[src/rtl/uart_pkg.sv]
// rtl/uart_pkg.sv - shared UART frame types and helper functions
package uart_pkg;

    typedef enum logic [2:0] {
        IDLE   = 3'd0,
        START  = 3'd1,
        DATA   = 3'd2,
        PARITY = 3'd3,
        STOP   = 3'd4
    } rx_state_e;

    // Data-size code to bit count: 6, 7, 8 map to themselves, everything else is 9.
    function automatic logic [3:0] decode_data_size(input logic [3:0] code);
        case (code)
            4'd6, 4'd7, 4'd8: return code;
            default:          return 4'd9;
        endcase
    endfunction

    // Parity over the low n bits; even=1 gives ^data, even=0 gives ~^data.
    function automatic logic calc_parity(input logic [8:0] data,
                                         input logic [3:0] n,
                                         input logic       even);
        logic [8:0] masked;
        masked = '0;
        for (int i = 0; i < 9; i++) begin
            if (i < int'(n)) masked[i] = data[i];
        end
        return even ? ^masked : ~^masked;
    endfunction

endpackage

[src/rtl/sync_2ff.sv]
// rtl/sync_2ff.sv - two-flop synchronizer, resets to 1 (idle line level)
module sync_2ff (
    input  logic clk_i,
    input  logic rst_ni,
    input  logic d_i,
    output logic q_o
);

    logic s1_q;
    logic s2_q;

    // Two back-to-back flops to resolve metastability on the async serial line.
    always_ff @(posedge clk_i) begin
        if (!rst_ni) begin
            s1_q <= 1'b1;
            s2_q <= 1'b1;
        end else begin
            s1_q <= d_i;
            s2_q <= s1_q;
        end
    end

    assign q_o = s2_q;

endmodule

[src/rtl/rx_module.sv]
// rtl/rx_module.sv - oversampling UART receiver with parity and framing status
module rx_module
    import uart_pkg::*;
#(
    parameter int CLKS_PER_BIT = 16,
    parameter int CNT_W        = $clog2(CLKS_PER_BIT)
) (
    input  logic       clk_i,
    input  logic       rst_ni,
    input  logic       en,
    input  logic [3:0] data_size_i,
    input  logic       parity_size_i,
    input  logic       parity_type_i,
    input  logic [1:0] stop_size_i,
    input  logic       rx,
    output logic [8:0] data_o,
    output logic       rx_valid_o,
    output logic       parity_err_o,
    output logic       frame_err_o,
    output logic       rx_busy_o
);

    localparam logic [CNT_W-1:0] HALF_M1 = CNT_W'(CLKS_PER_BIT / 2 - 1);
    localparam logic [CNT_W-1:0] FULL_M1 = CNT_W'(CLKS_PER_BIT - 1);

    rx_state_e        state_q, state_d;
    logic [CNT_W-1:0] cnt_q, cnt_d;
    logic [3:0]       bit_cnt_q, bit_cnt_d;
    logic [3:0]       n_q, n_d;
    logic             par_en_q, par_en_d;
    logic             par_type_q, par_type_d;
    logic [8:0]       shift_q, shift_d;
    logic             par_mis_q, par_mis_d;
    logic [8:0]       data_q, data_d;
    logic             perr_q, perr_d;
    logic             ferr_q, ferr_d;
    logic             valid_q, valid_d;
    logic             rx_prev_q;
    logic             rx_s;
    logic             fall;
    logic             unused_stop_size;

    // The stop-bit count only matters to the transmitter; the receiver re-arms after the first.
    assign unused_stop_size = ^stop_size_i;

    sync_2ff u_sync (
        .clk_i  (clk_i),
        .rst_ni (rst_ni),
        .d_i    (rx),
        .q_o    (rx_s)
    );

    // A held-low line (break) never looks like a new start: an explicit 1->0 edge is required.
    assign fall = rx_prev_q & ~rx_s;

    // Next-state and datapath: sample mid-start at half period, every later bit at full period.
    always_comb begin
        state_d    = state_q;
        cnt_d      = cnt_q;
        bit_cnt_d  = bit_cnt_q;
        n_d        = n_q;
        par_en_d   = par_en_q;
        par_type_d = par_type_q;
        shift_d    = shift_q;
        par_mis_d  = par_mis_q;
        data_d     = data_q;
        perr_d     = perr_q;
        ferr_d     = ferr_q;
        valid_d    = 1'b0;

        case (state_q)
            IDLE: begin
                if (en && fall) begin
                    state_d    = START;
                    n_d        = decode_data_size(data_size_i);
                    par_en_d   = parity_size_i;
                    par_type_d = parity_type_i;
                    bit_cnt_d  = 4'd0;
                    cnt_d      = '0;
                    shift_d    = '0;
                    par_mis_d  = 1'b0;
                end
            end
            START: begin
                if (cnt_q == HALF_M1) begin
                    cnt_d   = '0;
                    state_d = rx_s ? IDLE : DATA;
                end else begin
                    cnt_d = cnt_q + 1'b1;
                end
            end
            DATA: begin
                if (cnt_q == FULL_M1) begin
                    cnt_d             = '0;
                    shift_d[bit_cnt_q] = rx_s;
                    bit_cnt_d         = bit_cnt_q + 4'd1;
                    if (bit_cnt_q == n_q - 4'd1) begin
                        state_d = par_en_q ? PARITY : STOP;
                    end
                end else begin
                    cnt_d = cnt_q + 1'b1;
                end
            end
            PARITY: begin
                if (cnt_q == FULL_M1) begin
                    cnt_d     = '0;
                    par_mis_d = rx_s ^ calc_parity(shift_q, n_q, par_type_q);
                    state_d   = STOP;
                end else begin
                    cnt_d = cnt_q + 1'b1;
                end
            end
            STOP: begin
                if (cnt_q == FULL_M1) begin
                    cnt_d   = '0;
                    state_d = IDLE;
                    valid_d = 1'b1;
                    data_d  = shift_q;
                    perr_d  = par_en_q & par_mis_q;
                    ferr_d  = ~rx_s;
                end else begin
                    cnt_d = cnt_q + 1'b1;
                end
            end
            default: begin
                state_d = IDLE;
            end
        endcase

        // Disable aborts any frame in flight without touching the presented word.
        if (state_q != IDLE && !en) begin
            state_d = IDLE;
            valid_d = 1'b0;
            data_d  = data_q;
            perr_d  = perr_q;
            ferr_d  = ferr_q;
        end
    end

    // State and datapath registers with synchronous active-low reset.
    always_ff @(posedge clk_i) begin
        if (!rst_ni) begin
            state_q    <= IDLE;
            cnt_q      <= '0;
            bit_cnt_q  <= 4'd0;
            n_q        <= 4'd9;
            par_en_q   <= 1'b0;
            par_type_q <= 1'b0;
            shift_q    <= '0;
            par_mis_q  <= 1'b0;
            data_q     <= '0;
            perr_q     <= 1'b0;
            ferr_q     <= 1'b0;
            valid_q    <= 1'b0;
            rx_prev_q  <= 1'b1;
        end else begin
            state_q    <= state_d;
            cnt_q      <= cnt_d;
            bit_cnt_q  <= bit_cnt_d;
            n_q        <= n_d;
            par_en_q   <= par_en_d;
            par_type_q <= par_type_d;
            shift_q    <= shift_d;
            par_mis_q  <= par_mis_d;
            data_q     <= data_d;
            perr_q     <= perr_d;
            ferr_q     <= ferr_d;
            valid_q    <= valid_d;
            rx_prev_q  <= rx_s;
        end
    end

    assign data_o       = data_q;
    assign rx_valid_o   = valid_q;
    assign parity_err_o = perr_q;
    assign frame_err_o  = ferr_q;
    assign rx_busy_o    = (state_q != IDLE);

endmodule

[config.mk]
export PLATFORM = sky130hd
export DESIGN_NAME = rx_module
export DESIGN_NICKNAME = d
export VERILOG_FILES = /design/src/rtl/uart_pkg.sv /design/src/rtl/sync_2ff.sv /design/src/rtl/rx_module.sv
export SDC_FILE = /design/constraint.sdc
export NUM_CORES = 1
export LEC_CHECK = 0
export BUFFER_PORTS_ARGS = -buffer_cell sky130_fd_sc_hd__buf_2
export CORE_MARGIN = 1
export CORE_UTILIZATION = 52
export DETAILED_ROUTE_END_ITERATION = 7
export PLACE_DENSITY = 0.82
export SETUP_SLACK_MARGIN = 0.5
export SYNTH_ARGS = -nofsm -noshare
export SYNTH_HDL_FRONTEND = slang
export SYNTH_SLANG_ARGS = --single-unit
[constraint.sdc]
create_clock -name clk_i -period 2.2 [get_ports clk_i]
set_clock_uncertainty 0.2 [all_clocks]
set_input_delay 0.33 -clock clk_i [delete_from_list [all_inputs] [get_ports clk_i]]
set_output_delay 0.33 -clock clk_i [all_outputs]
set_load 0.05 [all_outputs]
==> impl_metrics.yaml, run 1 <==
sta:
  max-slew-margin-rel_pct: 74.2
  period_share_pct: 95.5
  period_minus_slack_ns: 2.10
  finalSetupTns_ns: 0
  drv_slew: 0
  worstMarginPinSlew_ns: 0.383
  max_clock_freq_mhz: 476
  setup_violations: 0
  rsz0062_at_grt: "true"
  finalHoldViolations: 0
critical_path:
  path_class: "register to register"
  endpoint_kind: "register"
  ff2ff_setup_slack_ns: 0.1
  worst-endpoint-arrival_ns: 2.08
  crit_fanout: 5
  r2r_cells: 8
  start_kind: "register"
  required_ns: 2.18
synthesis:
  synth_cell_types: 47
  ys_seq_area_share_pct: 37.1
  yosysWarnings: 0
  ys_ff_latch: 42
  yosys.cell_count.top_type: "dfxtp_1"
  synthArstFlopShare_pct: 0
  synth.cell_area_sq_mm: 0.00227
  synth_area_leaders: "dfxtp_1 37%, mux2i_1 8.0%, nand2_1 5.5%, ha_1 5.0%, nor2b_1 4.1%"
  synth_ff_type: "dfxtp_1"
  synthTopCellsByCount: "42 x dfxtp_1, 33 x nand2_1, 18 x mux2i_1, 18 x nor2_1, 15 x nor2b_1"
  synth_top_area_cell: "dfxtp_1"
  synth_cells: 251
  synth_edf_count: 0
  postSynthAreaPerCell_sq_um: 9.03
  synthesis.nets: 272
  yosys.area.top_type_share_pct: 37.1
cells_and_area:
  synthToLayoutAreaGrowth_pct: 25.6
  drive_gt1_share_pct: 35.4
  n_fill_cell: 307
  layout.nets: 308
  antenna_cells: 0
floorplanning:
  rows: 23
  die_h_um: 68.0
  initial_core_util_pct: 55.5
  num_io_pins: 25
  coreArea_sq_mm: 0.00409
  die_width_um: 68.0
  die_area_sq_mm: 0.00463
power:
  finalPower_mw: 1.76
  p_leak_nw: 1.14
  power_density_mw_per_mm2: 618
  seqPwrFrac_pct: 45.1
  peakVddDrop_mv: 0.405
  p_switching_mw: 0.433
  combPwrFrac_pct: 14.4
  p_clk_share_pct: 40.5
  internal-power_mw: 1.33
  switching_share_pct: 24.6
cts:
  cts_buffers: 5
  htree_levels: 2
  cts.sinks: 42
  cts-root-buf: "clkbuf_8"
  cts_max_path_buffers: 2
  insertion_delay_ns: 0.30
  cts_tree: "yes"
  clkTransAtPathRegs_ns: 0.08
hold_path:
  holdPathStages: 3
  hp-class: "input port to register"
route:
  drtAntennaViolNets: 0
  vias: 1860
  wl_per_cell_um: 14.9
  drtIter0Drc: 116
  viasPerCell: 5.50
  drt-total-wl_um: 5030
  dr.pass1.iters: 4
  drc: 0
placement:
  place_hpwl_um: 3240
  place_congestion: 0.876
  portBuffers: 22
global_route:
  grt_pass1_wl_um: 7730
  grt_max_degree: 18
  antenna_found_initial: 0
  grt_usage_pct: 23.0
  grt_pass1_vias: 1698
  overflow: 0
run:
  cap_violations: 0
run_status:
  status: "complete, no violations"
==> logic make-up (layout without fill, tap and decap cells) <==
group / Yosys count / after routing / share of synthesized area, %
AO/OA/AOI/OAI: 38 / 38 / 11.7
adder cells (fa/ha/maj): 9 / 9 / 4.97
XOR/XNOR: 18 / 18 / 8.17
buffers and inverters: 18 / 55 / 4.36
AND/OR/NAND/NOR: 108 / 108 / 25.8
flip-flops: 42 / 42 / 37.1
multiplexers: 18 / 18 / 7.95
==> routing by layer <==
metal	global-route usage, %	routed length (um)	vias to the layer above
met5	0	0	-
met2	35.9	2360	59
met3	5.17	221	19
met1	29.4	2240	855
li1	-	-	927
met4	12.0	202	0
==> placed cells by master, fill, tap and decap left out, types with 2 or more instances in the layout <==
| master | n |
|---|---|
| nand2b_1 | 4 |
| o21ai_1 | 3 |
| ha_1 | 6 |
| dfxtp_1 | 32 |
| inv_1 | 4 |
| buf_4 | 13 |
| dfxtp_4 | 7 |
| nand2_2 | 13 |
| ha_4 | 2 |
| nand3_1 | 10 |
| a21boi_1 | 3 |
| buf_2 | 21 |
| xor2_1 | 9 |
| dfxtp_2 | 3 |
| and2b_2 | 2 |
| a21o_1 | 2 |
| clkbuf_8 | 6 |
| xnor2_1 | 5 |
| a22oi_1 | 2 |
| o31ai_2 | 2 |
| buf_6 | 4 |
| a21oi_2 | 2 |
| nor2_1 | 17 |
| nand3_2 | 2 |
| inv_4 | 2 |
| nand4_1 | 4 |
| and2_1 | 3 |
| nand2_1 | 19 |
| nor3_4 | 2 |
| a21oi_1 | 11 |
| nor2b_1 | 15 |
| mux2i_1 | 18 |
| o211ai_1 | 2 |
| xnor3_1 | 2 |
| o21ai_0 | 3 |
==> path summary, 6_finish.rpt <==
| check | start | to |
|---|---|---|
| max | n_q[0]$_SDFFE_PN1P_ | state_q[1]$_SDFFE_PP0P_ |
| min | parity_size_i | par_en_q$_SDFFE_PN0P_ |
| max reg2reg | n_q[0]$_SDFFE_PN1P_ | state_q[1]$_SDFFE_PP0P_ |
| min reg2reg | u_sync.s1_q$_SDFF_PN1_ | u_sync.q_o$_SDFF_PN1_ |
==> sequential cells by signal, indices dropped and copies added (netlist names) <==
| signal | cells |
|---|---|
| n_q | 4 |
| par_type_q | 1 |
| data_o | 9 |
| cnt_q | 4 |
| shift_q | 9 |
| u_sync.s1_q | 1 |
| parity_err_o | 1 |
| frame_err_o | 1 |
| u_sync.q_o | 1 |
| par_mis_q | 1 |
| rx_valid_o | 1 |
| par_en_q | 1 |
| bit_cnt_q | 4 |
| rx_prev_q | 1 |
| state_q | 3 |
==> worst max-delay path: stages (launching register included) <==
cell	delay (ns)
dfxtp_4	0.38
inv_4	0.04
ha_4	0.16
xor2_2	0.14
xnor2_1	0.17
nand4_1	0.19
a311oi_4	0.36
mux2i_1	0.28
nor2_1	0.06
==> metrics by stage <==
step	util (%)	setup WS (ns)	cell area (sq um)	hold WS (ns)	cells
floorplan	-	0.331	2330	0.186	251
detailed placement	60.8	0.0537	2490	0.192	321
global route	69.7	-0.00642	2850	0.0855	338
finish	69.7	0.0992	2850	0.0950	338
CTS	66.3	0.0848	2710	0.0914	336
global placement	60.8	0.170	2490	0.189	321
==> cell type report <==
| class | instances | area (sq um) | share of cell area, % |
|---|---|---|---|
| Multi-Input combinational cell | 191 | 1470 | 51.7 |
| Timing Repair Buffer | 40 | 273 | 9.58 |
| Inverter | 7 | 31.3 | 1.10 |
| Clock inverter | 1 | 30.0 | 1.05 |
| Clock buffer | 7 | 108 | 3.78 |
| Tap cell | 50 | 62.6 | 2.20 |
| Sequential cell | 42 | 871 | 30.6 |
==> repair_timing <==
action                                 in CTS  in global routing
gates resized for setup                     9                 39
pin swaps                                   1                  8
setup buffers                               6                  2
hold buffers                                1                  0
gates cloned                                0                  0
setup endpoints to repair                  32                 37
endpoints found under the hold margin       1                  0
==> power by group through the flow <==
stage | combinational, mW | clock (mW) | sequential, mW
global placement | 0.202 | 0 | 0.818
finish | 0.254 | 0.712 | 0.794
CTS | 0.216 | 0.725 | 0.800
detailed placement | 0.206 | 0 | 0.818
floorplan | 0.184 | 0 | 0.803
global route | 0.275 | 0.750 | 0.797
Power figures use the tool's default switching activity.
==> run 2, diff against run 1 <==
RECOVER_POWER = 50   (was not set)
==> impl_metrics.yaml, run 2 (same netlist as run 1, synthesis figures left out) <==
critical_path:
  cpMaxStageDelayCell: "dfxtp_4"
  cp_top_family: "flip-flops"
  ff2ff_setup_slack_ns: 0.11
  worst-endpoint-arrival_ns: 2.07
  crit_fanout: 5
  cp_cell_sequence: "inv_4 -> ha_4 -> xor2_2 -> xnor2_1 -> nand4_1 -> a311oi_4 -> mux2i_1 -> nor2_1"
  reg2reg_to: "state_q[1]$_SDFFE_PP0P_"
  path_class: "register to register"
  endpoint_kind: "register"
  start_kind: "register"
  r2r_cells: 8
  r2r_start: "n_q[0]$_SDFFE_PN1P_"
  critPathBufInv: 1
  slowest_delay_ns: 0.38
  required_ns: 2.18
global_route:
  grt_usage_pct: 23.0
  grt_pass1_vias: 1698
  antenna_found_initial: 0
  grt_max_degree: 18
  overflow: 0
  grt_pass1_wl_um: 7730
sta:
  finalHoldViolations: 0
  max_clock_freq_mhz: 478
  worstMarginPinSlew_ns: 0.620
  setup_violations: 0
  hold-worst-slack_ns: 0.0958
  drv_slew: 0
  period_share_pct: 95.1
  max-slew-margin-rel_pct: 58.7
  period_minus_slack_ns: 2.09
  rsz0062_at_grt: "true"
placement:
  dp_cells: 321
  portBuffers: 22
  place_congestion: 0.876
  place_hpwl_um: 3240
cts:
  insertion_delay_ns: 0.30
  clkTransAtPathRegs_ns: 0.08
  cts_max_path_buffers: 2
  cts_buffers: 5
  cts_tree: "yes"
  cts-root-buf: "clkbuf_8"
  htree_levels: 2
  cts.sinks: 42
cells_and_area:
  n_fill_cell: 325
  final_cell_mix: "33 x dfxtp_1, 20 x nand2_1, 18 x mux2i_1, 17 x nor2_1, 16 x clkbuf_1"
  layout_commonest_cell: "dfxtp_1"
  layout.nets: 308
  antenna_cells: 0
  drive_gt1_share_pct: 28.8
  synthToLayoutAreaGrowth_pct: 23.6
  fin_util_pct: 68.5
  final_cell_count_no_fill: 338
floorplanning:
  coreArea_sq_mm: 0.00409
  die_h_um: 68.0
  die_width_um: 68.0
  rows: 23
  num_io_pins: 25
  initial_core_util_pct: 55.5
  die_area_sq_mm: 0.00463
hold_path:
  holdPathStages: 3
  worstHoldStart: "parity_size_i"
  hold_end: "par_en_q$_SDFFE_PN0P_"
  hp-class: "input port to register"
route:
  dr.pass1.iters: 4
  vias: 1858
  drc: 0
  drt-total-wl_um: 5000
  drtAntennaViolNets: 0
  viasPerCell: 5.50
  wl_per_cell_um: 14.8
  drtIter0Drc: 85
run_status:
  status: "complete, no violations"
power:
  p_leak_nw: 1.07
  power_density_mw_per_mm2: 624
  peakVddDrop_mv: 0.449
run:
  cap_violations: 0
run 2: cell type report:
type | count | area (sq um) | share of cell area (%)
Sequential cell | 42 | 867 | 31.0
Timing Repair Buffer | 40 | 239 | 8.53
Inverter | 7 | 31.3 | 1.12
Clock inverter | 1 | 30.0 | 1.07
Clock buffer | 7 | 108 | 3.84
Multi-Input combinational cell | 191 | 1460 | 52.2
Tap cell | 50 | 62.6 | 2.23
run 2: worst max-delay path by stage:
stage	from	to	slack (ns)	depth (start not counted)
finish	n_q[0]$_SDFFE_PN1P_	state_q[1]$_SDFFE_PP0P_	0.11	8
global placement	n_q[1]$_SDFFE_PN0P_	par_mis_q$_SDFFE_PN0P_	0.17	8
CTS	n_q[1]$_SDFFE_PN0P_	par_mis_q$_SDFFE_PN0P_	0.08	8
floorplan	n_q[1]$_SDFFE_PN0P_	par_mis_q$_SDFFE_PN0P_	0.33	8
detailed placement	n_q[1]$_SDFFE_PN0P_	par_mis_q$_SDFFE_PN0P_	0.05	8
global route	n_q[0]$_SDFFE_PN1P_	state_q[1]$_SDFFE_PP0P_	-0.006	8
run 2: power by group:
part,switching (mW),total [mW],internal (mW)
registers,0.0201,0.791,0.771
clock network,0.272,0.710,0.438
logic,0.137,0.245,0.108
run 2: metal layers:
| metal | up-vias | GRT usage [%] | routed length, um |
|---|---|---|---|
| met4 | 0 | 12.0 | 189 |
| met3 | 17 | 5.17 | 171 |
| met1 | 867 | 29.4 | 2270 |
| met5 | - | 0 | 0 |
| li1 | 930 | - | - |
| met2 | 44 | 35.9 | 2370 |
run 2: worst reg2reg max path: stages, from the launching register on:
cell and delay (ns):
dfxtp_4 0.38, inv_4 0.05, ha_4 0.16, xor2_2 0.14
xnor2_1 0.17, nand4_1 0.18, a311oi_4 0.35, mux2i_1 0.28
nor2_1 0.06
run 2: per-stage QoR:
step           worst slack [ns]  power (mW)  setup TNS (ns)  area (sq um)
5_1_grt                -0.00637        1.81        -0.00637          2800
2_1_floorplan             0.331       0.987               0          2330
3_3_place_gp              0.170        1.02               0          2490
3_5_place_dp             0.0537        1.02               0          2490
4_1_cts                  0.0848        1.74               0          2710
6_report                  0.109        1.75               0          2800
run 2: timing repair:
action	in CTS	in global routing
hold endpoints to repair	1	0
buffers inserted	6	2
resized for setup	9	39
hold buffers	1	0
setup endpoints to repair	32	37
pin swaps	1	8
==> run 3, diff against run 2 <==
ABC_AREA = 1   (was not set)
SLEW_MARGIN = 20   (was not set)
==> impl_metrics.yaml, run 3 <==
run_status:
  status: "complete, no violations"
placement:
  pre_cts_ws_ns: 0.303
  portBuffers: 22
  place_congestion: 0.880
  dp_cells: 390
  place_hpwl_um: 3720
synthesis:
  yosys.cell_count.top_type: "nand2_1"
  synth_cell_types: 33
  ys_ff_latch: 42
  postSynthAreaPerCell_sq_um: 7.02
  synth_area_leaders: "dfxtp_1 37%, nand2_1 10%, a21oi_1 7.3%, inv_1 7.0%, o21ai_0 6.9%"
  synth.cell_area_sq_mm: 0.00225
  synth_edf_count: 0
  synthTopCellsByCount: "61 x nand2_1, 42 x dfxtp_1, 42 x inv_1, 33 x a21oi_1, 31 x o21ai_0"
  synth_ff_type: "dfxtp_1"
  yosysWarnings: 0
  synthesis.nets: 342
  synthArstFlopShare_pct: 0
  synth_top_area_cell: "dfxtp_1"
  ys_seq_area_share_pct: 37.3
  yosys.area.top_type_share_pct: 37.3
  synth_cells: 321
global_route:
  grt_max_degree: 15
  antenna_found_initial: 0
  grt_usage_pct: 27.9
  grt_pass1_vias: 2166
  grt_pass1_wl_um: 9690
  overflow: 0
critical_path:
  start_kind: "register"
  required_ns: 2.24
  path_class: "register to register"
  crit_fanout: 3
  endpoint_kind: "register"
  worst-endpoint-arrival_ns: 2.02
cts:
  htree_levels: 2
  insertion_delay_ns: 0.30
  cts_max_path_buffers: 2
  cts_tree: "yes"
  clkTransAtPathRegs_ns: 0.09
  cts-root-buf: "clkbuf_8"
  cts.sinks: 42
  ctsHoldBuffers: 0
  cts_buffers: 5
cells_and_area:
  final_cell_mix: "50 x nand2_1, 38 x inv_1, 32 x dfxtp_1, 27 x a21oi_1"
  layout_commonest_cell: "nand2_1"
  synthToLayoutAreaGrowth_pct: 38.7
  layout.nets: 398
  final_cell_count_no_fill: 428
  drive_gt1_share_pct: 35.7
  antenna_cells: 0
floorplanning:
  num_io_pins: 25
  die_area_sq_mm: 0.00460
  coreArea_sq_mm: 0.00409
  rows: 23
  die_width_um: 67.8
  initial_core_util_pct: 55.1
  die_h_um: 67.8
sta:
  rsz0062_at_grt: "true"
  max_clock_freq_mhz: 503
  drv_slew: 0
  finalSetupTns_ns: 0
  worstMarginPinSlew_ns: 0.625
  max-slew-margin-rel_pct: 58.5
  setup_violations: 0
  layout_setup_ws_ns: 0.212
  period_share_pct: 90.3
  finalHoldViolations: 0
  period_minus_slack_ns: 1.99
route:
  dr.pass1.iters: 6
  wl_per_cell_um: 18.7
  drc: 0
  vias: 2672
  drtIter0Drc: 335
  drtAntennaViolNets: 0
  drt-total-wl_um: 8010
  viasPerCell: 6.24
power:
  power_density_mw_per_mm2: 791
  p_leak_nw: 1.28
  finalPower_mw: 2.47
  peakVddDrop_mv: 0.636
run:
  cap_violations: 0
hold_path:
  hp-class: "input port to register"
==> run 3: path summary, 6_finish.rpt <==
check | slack [ns] | end | cells after the start | from
worst min-delay path | 0.04 | u_sync.s1_q$_SDFF_PN1_ | 2 | rx
worst max register to register | 0.21 | par_mis_q$_SDFFE_PN0P_ | 13 | n_q[0]$_SDFFE_PN1P_
worst min register to register | 0.23 | u_sync.q_o$_SDFF_PN1_ | 1 | u_sync.s1_q$_SDFF_PN1_
worst max-delay path | 0.21 | par_mis_q$_SDFFE_PN0P_ | 13 | n_q[0]$_SDFFE_PN1P_
==> run 3: logic make-up (layout without fill, tap and decap cells) <==
group | after synthesis | in the layout | synth area share, %
adder cells (fa/ha/maj) | 9 | 9 | 5.00
AO/OA/AOI/OAI | 72 | 72 | 17.3
buffers and inverters | 55 | 111 | 9.83
flip-flops | 42 | 42 | 37.3
AND/OR/NAND/NOR | 136 | 137 | 27.8
XOR/XNOR | 7 | 7 | 2.72
==> run 3: area by class of cell <==
type / count / area (sq um)
repair buffers: 55 / 373
clock buffers: 5 / 68.8
multi-input cells: 225 / 1480
inverters: 48 / 200
fillers: 228 / 963
flip-flops and latches: 42 / 866
well taps: 50 / 62.6
clock inverters: 3 / 68.8
==> run 3: critical path, cell delays in order (launching register included) <==
cell and delay [ns]:
dfxtp_4 0.37, buf_6 0.13, ha_4 0.15, inv_1 0.05, nand2_1 0.08, nand3_1 0.13, nand3_1 0.14, nand2_1 0.12
nand2_1 0.06, nand2_1 0.12, inv_1 0.06, nand2_1 0.09, nand3_2 0.09, a21oi_2 0.14
==> run 3: repair_timing <==
item                                    in CTS  in global routing
cloned                                       3                  1
endpoints found under the setup margin      40                 37
resized for setup                           47                 78
pin swaps                                   12                 33
setup buffers                               16                 10
==> run 3: per-layer routing <==
| layer | up-vias | global-route usage, % | share of wire (%) |
|---|---|---|---|
| met3 | 76 | 5.33 | 9.9 |
| met4 | 0 | 11.5 | 7.1 |
| met1 | 1222 | 36.9 | 37 |
| li1 | 1163 | - | - |
| met2 | 211 | 44.6 | 46 |
| met5 | - | 0 | 0 |
==> run 3: power by group <==
| part | internal (mW) | switching, mW | leakage (nW) |
|---|---|---|---|
| combinational | 0.306 | 0.538 | 0.868 |
| clock | 0.455 | 0.283 | 0.0683 |
| sequential | 0.820 | 0.0677 | 0.343 |
| total | 1.58 | 0.889 | 1.28 |
==> run 3: metrics by stage <==
step / hold WS, ns / util, % / area (sq um)
finish: 0.0446 / 76.4 / 3120
global route: 0.0387 / 76.4 / 3120
CTS: 0.0175 / 69.0 / 2820
detailed placement: 0.226 / 59.1 / 2420
global placement: 0.196 / 59.1 / 2420
floorplan: 0.193 / - / 2250
